--- src/rtl/ram_fill_uart_dump.sv ---
// RAM fill-and-dump controller.
// key1 fills an internal single-port RAM with a selectable pattern.
// key2 streams the filled words out over an 8N1 UART, least significant byte first.
module ram_fill_uart_dump #(
    parameter int CLK_FREQ  = 50_000_000,
    parameter int BAUD      = 9600,
    parameter int ADDR_W    = 8,
    parameter int NUM_WORDS = 256,
    parameter int DATA_W    = 8
) (
    input  logic              clk,
    input  logic              rst_n,
    input  logic              key1,
    input  logic              key2,
    input  logic [1:0]        mode,
    input  logic [DATA_W-1:0] seed,
    output logic              rs232_tx,
    output logic              state_led,
    output logic              busy,
    output logic              tx_done
);

    localparam int RAW_DIV   = CLK_FREQ / BAUD;
    localparam int BAUD_DIV  = (RAW_DIV < 4) ? 4 : RAW_DIV;
    localparam int BC_W      = $clog2(BAUD_DIV);
    localparam int NUM_BYTES = DATA_W / 8;
    localparam int IDX_W     = (NUM_BYTES > 1) ? $clog2(NUM_BYTES) : 1;

    localparam logic [ADDR_W-1:0] LAST_ADDR = ADDR_W'(NUM_WORDS - 1);
    localparam logic [BC_W-1:0]   LAST_BAUD = BC_W'(BAUD_DIV - 1);
    localparam logic [IDX_W-1:0]  LAST_IDX  = IDX_W'(NUM_BYTES - 1);

    typedef enum logic [2:0] {
        S_IDLE = 3'd0,
        S_FILL = 3'd1,
        S_RD   = 3'd2,
        S_LOAD = 3'd3,
        S_TX   = 3'd4,
        S_FIN  = 3'd5
    } state_t;

    state_t              state_r;
    logic [1:0]          key1_sync_r;
    logic [1:0]          key2_sync_r;
    logic                key1_prev_r;
    logic                key2_prev_r;
    logic                fill_req_r;
    logic                dump_req_r;
    logic [ADDR_W-1:0]   addr_r;
    logic [1:0]          mode_r;
    logic [DATA_W-1:0]   seed_r;
    logic [DATA_W-1:0]   word_r;
    logic [IDX_W-1:0]    byte_idx_r;
    logic [3:0]          bit_cnt_r;
    logic [BC_W-1:0]     baud_cnt_r;
    logic [DATA_W-1:0]   rd_data_r;
    logic [DATA_W-1:0]   mem_r [0:(1<<ADDR_W)-1];
    logic [DATA_W-1:0]   addr_word_s;
    logic [DATA_W-1:0]   fill_data_s;

    // Zero-extend or truncate an address to the word width.
    function automatic logic [DATA_W-1:0] addr_to_word(input logic [ADDR_W-1:0] a);
        logic [DATA_W+ADDR_W-1:0] ext;
        ext = {{DATA_W{1'b0}}, a};
        return ext[DATA_W-1:0];
    endfunction

    // Synchronise the keys and turn their rising edges into registered 1-cycle requests.
    always_ff @(posedge clk or negedge rst_n) begin
        if (!rst_n) begin
            key1_sync_r <= 2'b00;
            key2_sync_r <= 2'b00;
            key1_prev_r <= 1'b0;
            key2_prev_r <= 1'b0;
            fill_req_r  <= 1'b0;
            dump_req_r  <= 1'b0;
        end else begin
            key1_sync_r <= {key1_sync_r[0], key1};
            key2_sync_r <= {key2_sync_r[0], key2};
            key1_prev_r <= key1_sync_r[1];
            key2_prev_r <= key2_sync_r[1];
            fill_req_r  <= key1_sync_r[1] & ~key1_prev_r;
            dump_req_r  <= key2_sync_r[1] & ~key2_prev_r;
        end
    end

    // Fill pattern for the current address, selected by the mode latched at fill start.
    always_comb begin
        addr_word_s = addr_to_word(addr_r);
        fill_data_s = addr_word_s;
        case (mode_r)
            2'b00:   fill_data_s = addr_word_s;
            2'b01:   fill_data_s = ~addr_word_s;
            2'b10:   fill_data_s = seed_r;
            2'b11:   fill_data_s = seed_r + addr_word_s;
            default: fill_data_s = addr_word_s;
        endcase
    end

    // Single-port RAM: write during FILL, registered read every cycle (contents survive reset).
    always_ff @(posedge clk) begin
        if (state_r == S_FILL) begin
            mem_r[addr_r] <= fill_data_s;
        end
        rd_data_r <= mem_r[addr_r];
    end

    // Main control FSM with registered UART line and status outputs.
    always_ff @(posedge clk or negedge rst_n) begin
        if (!rst_n) begin
            state_r    <= S_IDLE;
            addr_r     <= '0;
            mode_r     <= 2'b00;
            seed_r     <= '0;
            word_r     <= '0;
            byte_idx_r <= '0;
            bit_cnt_r  <= 4'd0;
            baud_cnt_r <= '0;
            rs232_tx   <= 1'b1;
            state_led  <= 1'b0;
            busy       <= 1'b0;
            tx_done    <= 1'b0;
        end else begin
            tx_done <= 1'b0;
            case (state_r)
                S_IDLE: begin
                    if (fill_req_r) begin
                        state_r   <= S_FILL;
                        mode_r    <= mode;
                        seed_r    <= seed;
                        addr_r    <= '0;
                        state_led <= 1'b0;
                        busy      <= 1'b1;
                    end else if (dump_req_r && state_led) begin
                        state_r <= S_RD;
                        addr_r  <= '0;
                        busy    <= 1'b1;
                    end else begin
                        busy <= 1'b0;
                    end
                end
                S_FILL: begin
                    if (addr_r == LAST_ADDR) begin
                        state_r   <= S_IDLE;
                        addr_r    <= '0;
                        state_led <= 1'b1;
                        busy      <= 1'b0;
                    end else begin
                        addr_r <= addr_r + ADDR_W'(1);
                    end
                end
                S_RD: begin
                    state_r <= S_LOAD;
                end
                S_LOAD: begin
                    // The start bit of the first byte goes out on the same edge the word is latched.
                    word_r     <= rd_data_r;
                    byte_idx_r <= '0;
                    bit_cnt_r  <= 4'd0;
                    baud_cnt_r <= '0;
                    rs232_tx   <= 1'b0;
                    state_r    <= S_TX;
                end
                S_TX: begin
                    if (baud_cnt_r != LAST_BAUD) begin
                        baud_cnt_r <= baud_cnt_r + BC_W'(1);
                    end else begin
                        baud_cnt_r <= '0;
                        if (bit_cnt_r < 4'd8) begin
                            // Shifting one bit per data bit leaves the next byte in the low bits.
                            rs232_tx  <= word_r[0];
                            word_r    <= word_r >> 1;
                            bit_cnt_r <= bit_cnt_r + 4'd1;
                        end else if (bit_cnt_r == 4'd8) begin
                            rs232_tx  <= 1'b1;
                            bit_cnt_r <= bit_cnt_r + 4'd1;
                        end else begin
                            bit_cnt_r <= 4'd0;
                            if (byte_idx_r != LAST_IDX) begin
                                byte_idx_r <= byte_idx_r + IDX_W'(1);
                                rs232_tx   <= 1'b0;
                            end else if (addr_r != LAST_ADDR) begin
                                addr_r  <= addr_r + ADDR_W'(1);
                                state_r <= S_RD;
                            end else begin
                                state_r <= S_FIN;
                                tx_done <= 1'b1;
                            end
                        end
                    end
                end
                S_FIN: begin
                    state_r <= S_IDLE;
                    busy    <= 1'b0;
                end
                default: begin
                    state_r  <= S_IDLE;
                    busy     <= 1'b0;
                    rs232_tx <= 1'b1;
                end
            endcase
        end
    end

endmodule

--- config.mk ---
export PLATFORM = sky130hd
export DESIGN_NAME = ram_fill_uart_dump
export DESIGN_NICKNAME = d
export VERILOG_FILES = /design/src/rtl/ram_fill_uart_dump.sv
export SDC_FILE = /design/constraint.sdc
export NUM_CORES = 2
export LEC_CHECK = 0
export CAP_MARGIN = 10
export CORE_ASPECT_RATIO = 1.2
export CORE_MARGIN = 8
export CORE_UTILIZATION = 40
export DETAILED_ROUTE_END_ITERATION = 6
export GPL_ROUTABILITY_DRIVEN = 0
export PLACE_DENSITY = 0.6
export SKIP_CTS_REPAIR_TIMING = 1
export SYNTH_ARGS = -nofsm -noshare
export SYNTH_HDL_FRONTEND = slang
export SYNTH_SLANG_ARGS = --single-unit
export TNS_END_PERCENT = 1
--- constraint.sdc ---
create_clock -name clk -period 44.4 [get_ports clk]
set_clock_uncertainty 0.15 [all_clocks]
set_input_delay 4.44 -clock clk [delete_from_list [all_inputs] [get_ports clk]]
set_output_delay 4.44 -clock clk [all_outputs]
set_load 0.03 [all_outputs]
---- Yosys cells after proc, flatten, opt, wreduce, memory -nomap -nowiden ----
Memories as Yosys holds them, arrays and structs flattened. A register that Yosys moved wholly into a read port is not among the register bits.
Index checks and enable logic that the tools add are counted.
storage, ports and cells
  flip-flop bits (word level) ............. 59
  input port bits ......................... 14
  word-level logic and storage cells ...... 124
  memory bits (writable) .................. 2048
  memories ................................ 1
memory list
  memory  words  width  read ports  clocked after Yosys merged registers in  write ports  line  text
  mem_r   256    8      1           1                                        1            57    logic [DATA_W-1:0] mem_r [0:(1<<ADDR_W)-1];
cells by class
  reduce and logical (&&, ||, !) cells .... 17
  add/subtract/negate cells ............... 5
  magnitude comparators ................... 1
  equality and inequality tests ........... 22
  bitwise logic cells ..................... 7
  mux-type cells .......................... 53
operators by type and width
  operator                                                               number
  8-bit two-way mux                                                      10
  8-bit case mux with 4 select lines                                     1
  13-bit case mux with 2 select lines                                    1
  3-bit two-way mux                                                      8
  8-bit case mux with 3 select lines                                     1
  1-bit two-way mux                                                      21
  8-bit case mux with 2 select lines                                     1
  3-bit case mux with 5 select lines                                     1
  2-bit != test, second input constant                                   7
  13-bit by 1-bit adder with 13-bit output, second input constant        1
  13-bit two-way mux                                                     1
  13-bit != test, second input constant                                  1
  4-bit two-way mux                                                      3
  3-bit AND reduction                                                    3
  8-bit by 1-bit adder with 8-bit output, second input constant          1
  8-bit adder                                                            1
  8-bit equality test, second input constant                             1
  8-bit != test, second input constant                                   1
  8-bit NOT                                                              1
  4-bit case mux with 2 select lines                                     1
  7-bit AND reduction                                                    1
  3-bit by 2-bit equality test with 1-bit output, second input constant  2
  3-bit equality test, second input constant                             2
  1-bit case mux with 3 select lines                                     2
  23 further kinds                                                       32

---- Longest topological paths before layout ----
  word-level depth ........................ 7
  gate-level depth with buffers ........... 11
  gate-level depth less buffers ........... 9

---- Worst setup path after synthesis ----
OpenSTA, ideal clock, no wires.
  path kind ............................... register -> register
  start point ............................. register addr_r[1]
  end point ............................... memory mem_r[0][7] (data pin)
  data arrival time ....................... 12.371 ns
  setup slack ............................. 29.632 ns
  buffers on the path ..................... 0
  library setup time ...................... 2.247 ns
  stages on the path, launching flop included .. 9
  cells stage by stage .................... dfrtp_1 -> ha_1 -> a21o_1 -> a21oi_1 -> o21bai_1 -> a2111oi_0 -> or3_1 -> a31oi_1 -> a211oi_1
on the way
  longest elaborated chain between the ends .. 2
ends and longest elaborated chain
  item                                line  text
  start: declaration                  49    logic [ADDR_W-1:0] addr_r;
  start signal: assignment            149   addr_r <= addr_r + ADDR_W'(1);
  start signal: assignment            183   addr_r <= addr_r + ADDR_W'(1);
  8-bit adder                         95    2'b11: fill_data_s = seed_r + addr_word_s;
  8-bit case mux with 4 select lines  91    case (mode_r)
  net fill_data_s[7]                  59    logic [DATA_W-1:0] fill_data_s;
  end: declaration                    57
The timed path passes the listed nets, and every way through them passes these cells.

---- Worst setup path after layout ----
  start point ............................. register rs232_tx
  end point ............................... output port rs232_tx
RTL lines
  item                      line  text
  start: declaration        17    output logic rs232_tx,
  start signal: assignment  171   rs232_tx <= word_r[0];
No word-level cell between the ends.

==> flow_results.xml <==
<?xml version="1.0" encoding="UTF-8"?>
<metrics>
  <group name="finish">
    <metric name="finalCoreUtilization" unit="%">44.88</metric>
    <metric name="multi_input_comb_area" unit="sq um">17550</metric>
    <metric name="drive_above_1_share" unit="%">22.51</metric>
    <metric name="filler_cell_count" unit="">16927</metric>
    <metric name="layout-area-overhead-vs-synth" unit="%">11.43</metric>
    <metric name="register_area" unit="sq um">63120</metric>
    <metric name="nets" unit="">3941</metric>
  </group>
  <group name="clock_tree">
    <metric name="ctsLongestPathBuffers" unit="">3</metric>
    <metric name="cts-htree-levels" unit="">4</metric>
    <metric name="clk-insertion-delay-late" unit="ns">0.82</metric>
    <metric name="cts_made_buffers" unit="">196</metric>
    <metric name="cts_tree" unit="">done</metric>
    <metric name="cts_root_buf" unit="">sky130_fd_sc_hd__clkbuf_16</metric>
    <metric name="register_clock_pin_slew_on_the_reported_worst_setup_and_hold_paths" unit="ns">0.06</metric>
    <metric name="cts_sinks" unit="">2114</metric>
  </group>
  <group name="worst_setup_path">
    <metric name="startpoint_type" unit="">flip-flop</metric>
    <metric name="critical_path.n_buffers_inverters" unit="">1</metric>
    <metric name="timing.setup.critical_path_class" unit="">reg2out</metric>
    <metric name="timing.critical_path.fanout_max" unit="">2</metric>
    <metric name="crit_chain" unit="">clkdlybuf4s50_1</metric>
    <metric name="cpMaxStageDelayCell" unit="">sky130_fd_sc_hd__clkdlybuf4s50_1</metric>
    <metric name="cp_slowest_stage_delay" unit="ns">0.67</metric>
    <metric name="cp-end-kind" unit="">output port</metric>
    <metric name="critPathRequiredTime" unit="ns">39.81</metric>
    <metric name="arrival" unit="ns">2.00</metric>
    <metric name="critPathTopFamily" unit="">buffers and inverters</metric>
  </group>
  <group name="run_status">
    <metric name="status" unit="">complete, no violations</metric>
  </group>
  <group name="routing">
    <metric name="avgRoutedWirePerCell" unit="um">28.75</metric>
    <metric name="drt_drc_violations_left" unit="">0</metric>
    <metric name="avgViaCountPerCell" unit="">5.796</metric>
    <metric name="num_vias" unit="">39010</metric>
    <metric name="ant_nets" unit="">0</metric>
    <metric name="first_iter_violations" unit="">3837</metric>
    <metric name="wl" unit="um">193500</metric>
    <metric name="firstDrtPassIters" unit="">6</metric>
  </group>
  <group name="sta">
    <metric name="layout_worst_path_cycle_share" unit="%">14.84</metric>
    <metric name="rel_slew_slack" unit="%">10.76</metric>
    <metric name="grt_setup_unrepaired" unit="">false</metric>
    <metric name="max_slew_violation_count" unit="">0</metric>
    <metric name="timing_worst_slew_pin_value" unit="ns">1.339</metric>
    <metric name="max_clock_freq" unit="MHz">151.8</metric>
    <metric name="number_of_endpoints_failing_setup_at_the_final_stage" unit="">0</metric>
    <metric name="hold_viol_final" unit="">0</metric>
    <metric name="layout_min_cycle_time" unit="ns">6.590</metric>
    <metric name="fin_setup_tns" unit="ns">0</metric>
  </group>
  <group name="pwr">
    <metric name="pwr-share-clk" unit="%">27.9</metric>
    <metric name="combinationalPowerShare" unit="%">24.5</metric>
    <metric name="netSwitchingFraction" unit="%">29.95</metric>
    <metric name="vdd_drop_max" unit="uV">73.03</metric>
    <metric name="power_report.internal_total" unit="uW">4073</metric>
    <metric name="power.switching" unit="uW">1742</metric>
    <metric name="p_per_area" unit="nW/um^2">63.84</metric>
    <metric name="leakagePower" unit="uW">0.02746</metric>
    <metric name="pwr-share-seq" unit="%">47.6</metric>
  </group>
  <group name="placed_design">
    <metric name="place.port_buffers" unit="">17</metric>
    <metric name="detail_placement_hpwl" unit="um">109300</metric>
  </group>
  <group name="synthesis">
    <metric name="synthAdderAreaFrac" unit="%">0.2388</metric>
    <metric name="mappedNetlistNets" unit="">3892</metric>
    <metric name="number_of_flops_mapped_to_enable_cells_by_yosys" unit="">2048</metric>
    <metric name="yosys_most_used_dff" unit="">sky130_fd_sc_hd__edfxtp_1</metric>
    <metric name="synth_top_family_by_area" unit="">multiplexers</metric>
    <metric name="synthesis.area" unit="sq um">81740</metric>
    <metric name="post_synth_num_cell_types" unit="">57</metric>
    <metric name="synth_compound_area_share" unit="%">4.211</metric>
    <metric name="syn_inst" unit="">3863</metric>
    <metric name="synth_seq_cells" unit="">2114</metric>
    <metric name="synth-seq-area-share" unit="%">77.21</metric>
    <metric name="synth_mux_area_share" unit="%">14.28</metric>
    <metric name="synth_simple_gate_area_share" unit="%">2.469</metric>
    <metric name="synth.yosys.warnings" unit="">0</metric>
    <metric name="syn-mean-instance-area" unit="sq um">21.16</metric>
    <metric name="synth_xor_xnor_area_share" unit="%">0.06429</metric>
    <metric name="async_reset_ff_share" unit="%">2.744</metric>
  </group>
  <group name="global_route">
    <metric name="track_usage" unit="%">17.32</metric>
    <metric name="antenna_found_initial" unit="">9</metric>
    <metric name="grt_max_degree" unit="">257</metric>
    <metric name="grt_pass1_wl" unit="um">283000</metric>
    <metric name="grt_pass1_vias" unit="">40328</metric>
    <metric name="globalRouteOverflowTotal" unit="">0</metric>
  </group>
  <group name="floorplanning">
    <metric name="initial_core_utilization" unit="%">40.28</metric>
    <metric name="die_area" unit="sq um">219100</metric>
    <metric name="die_x" unit="um">428.7</metric>
    <metric name="core_region_area" unit="sq um">202900</metric>
    <metric name="i_o_pin_cnt" unit="">18</metric>
    <metric name="fp.dieH" unit="um">511.2</metric>
    <metric name="std_cell_rows" unit="">181</metric>
  </group>
  <group name="run">
    <metric name="max_cap_violations" unit="">0</metric>
  </group>
  <group name="min_path">
    <metric name="min-delay-path-class" unit="">reg2reg</metric>
  </group>
</metrics>
## final timing paths
path,startpoint,to,slack [ns],cells after the start
hold reg to reg,key2_sync_r[0]$_DFF_PN0_,key2_sync_r[1]$_DFF_PN0_,0.21,0
max in group asynchronous,rst_n,addr_r[1]$_DFFE_PN0P_,39.85,2
setup / recovery,rs232_tx$_DFFE_PN1P_,rs232_tx,37.81,1
setup reg to reg,addr_r[0]$_DFFE_PN0P_,rd_data_r[1]$_DFF_P_,38.30,11
hold / removal,key2_sync_r[0]$_DFF_PN0_,key2_sync_r[1]$_DFF_PN0_,0.21,0
min in group asynchronous,rst_n,seed_r[3]$_DFFE_PN0P_,3.61,2
## stage by stage
| step | instance area, sq um | hold WS, ns | power, uW | worst slack [ns] | std cells |
|---|---|---|---|---|---|
| after global routing | 91070 | 0.2145 | 6022 | 37.51 | 6727 |
| after global placement | 84910 | 0.1866 | 4224 | 37.75 | 6365 |
| final | 91080 | 0.2079 | 5814 | 37.81 | 6730 |
| after CTS | 91050 | 0.2110 | 5873 | 37.72 | 6725 |
| after detailed placement | 84930 | 0.1918 | 4262 | 37.83 | 6366 |
| after floorplan | 81740 | 0.1812 | 3943 | 29.63 | 3863 |
## per-layer routing
metal	routed length (um)	track usage [%]
met5	0	0
met4	6312	5.770
met3	13390	2.888
met2	96830	29.02
met1	76930	23.14
## flip-flops by register name, summed over array words and instances (netlist names), 2 cells and up
signal       flops
addr_r           8
word_r           8
baud_cnt_r      13
mode_r           2
rd_data_r        8
bit_cnt_r        4
key1_sync_r      2
key2_sync_r      2
seed_r           8
mem_r         2048
state_r          3
## cell type report
cell class                 instances  area share [%]
inverter                          11         0.04533
tap                             2653           3.645
antenna                            4         0.01099
clock buffer                     241           5.639
multi-input combinational       1491           19.27
sequential                      2114           69.30
timing repair buffer              98           1.003
clock inverter                   118           1.085
## cells by family after synthesis
| group | after synthesis |
|---|---|
| fa+ha+maj | 15 |
| mux | 525 |
| simple gates | 472 |
| compound gates | 473 |
| flops | 2114 |
| buf+inv | 258 |
| xor+xnor | 6 |
## power by group through the flow
stage | clock [uW] | sequential, uW | combinational (uW)
floorplan | 0 | 3050 | 894
global placement | 0 | 2810 | 1420
detailed placement | 0 | 2810 | 1450
CTS | 1650 | 2770 | 1450
global route | 1720 | 2770 | 1530
finish | 1620 | 2770 | 1420
## layout by cell type, fill, tap and decap left out, types with 9 or more instances in the layout
cell type / Yosys / routed
sky130_fd_sc_hd__bufinv_16: 0 / 14
sky130_fd_sc_hd__nand3_1: 21 / 20
sky130_fd_sc_hd__nor3_1: 20 / 16
sky130_fd_sc_hd__clkinv_1: 0 / 55
sky130_fd_sc_hd__nand2_2: 0 / 12
sky130_fd_sc_hd__clkdlybuf4s50_1: 0 / 16
sky130_fd_sc_hd__a22o_1: 65 / 65
sky130_fd_sc_hd__nor2_1: 301 / 298
sky130_fd_sc_hd__inv_1: 11 / 11
sky130_fd_sc_hd__o221ai_1: 24 / 24
sky130_fd_sc_hd__and3_1: 10 / 10
sky130_fd_sc_hd__clkinv_2: 0 / 29
sky130_fd_sc_hd__nor2b_1: 21 / 19
sky130_fd_sc_hd__a221oi_1: 57 / 57
sky130_fd_sc_hd__a21oi_1: 88 / 86
sky130_fd_sc_hd__o22ai_1: 17 / 17
sky130_fd_sc_hd__mux2_2: 11 / 11
sky130_fd_sc_hd__buf_12: 0 / 10
sky130_fd_sc_hd__buf_4: 5 / 69
sky130_fd_sc_hd__clkbuf_16: 0 / 198
sky130_fd_sc_hd__o21ai_0: 41 / 38
sky130_fd_sc_hd__edfxtp_1: 2048 / 2048
sky130_fd_sc_hd__nand2_1: 69 / 57
sky130_fd_sc_hd__a22oi_1: 137 / 137
sky130_fd_sc_hd__dfrtp_1: 57 / 55
sky130_fd_sc_hd__clkbuf_1: 150 / 41
sky130_fd_sc_hd__mux4_2: 512 / 512
sky130_fd_sc_hd__a31oi_1: 9 / 9
sky130_fd_sc_hd__ha_1: 14 / 14
## worst register-to-register path, stage by stage (launching register included)
cell and delay (ns):
sky130_fd_sc_hd__dfrtp_4 0.85, sky130_fd_sc_hd__buf_12 0.57, sky130_fd_sc_hd__buf_4 0.76, sky130_fd_sc_hd__buf_12 0.64, sky130_fd_sc_hd__buf_4 0.81, sky130_fd_sc_hd__mux4_2 0.62
sky130_fd_sc_hd__a22oi_1 0.21, sky130_fd_sc_hd__a21oi_1 0.10, sky130_fd_sc_hd__nor2_1 0.63, sky130_fd_sc_hd__o221ai_1 0.26, sky130_fd_sc_hd__a22oi_1 0.23, sky130_fd_sc_hd__o221ai_1 0.13
## synthesized netlist by cell type (41+ instances only)
library cell / count / area share (%)
sky130_fd_sc_hd__edfxtp_1: 2048 / 75
sky130_fd_sc_hd__mux4_2: 512 / 14
sky130_fd_sc_hd__nor2_1: 301 / 1.4
sky130_fd_sc_hd__clkbuf_1: 150 / 0.69
sky130_fd_sc_hd__a22oi_1: 137 / 1.3
sky130_fd_sc_hd__a21oi_1: 88 / 0.54
sky130_fd_sc_hd__nand2_1: 69 / 0.32
sky130_fd_sc_hd__a22o_1: 65 / 0.70
sky130_fd_sc_hd__a221oi_1: 57 / 0.61
sky130_fd_sc_hd__dfrtp_1: 57 / 1.7
sky130_fd_sc_hd__buf_2: 42 / 0.26
sky130_fd_sc_hd__o21ai_0: 41 / 0.25
Note: power is estimated with default switching activity, not from simulation.
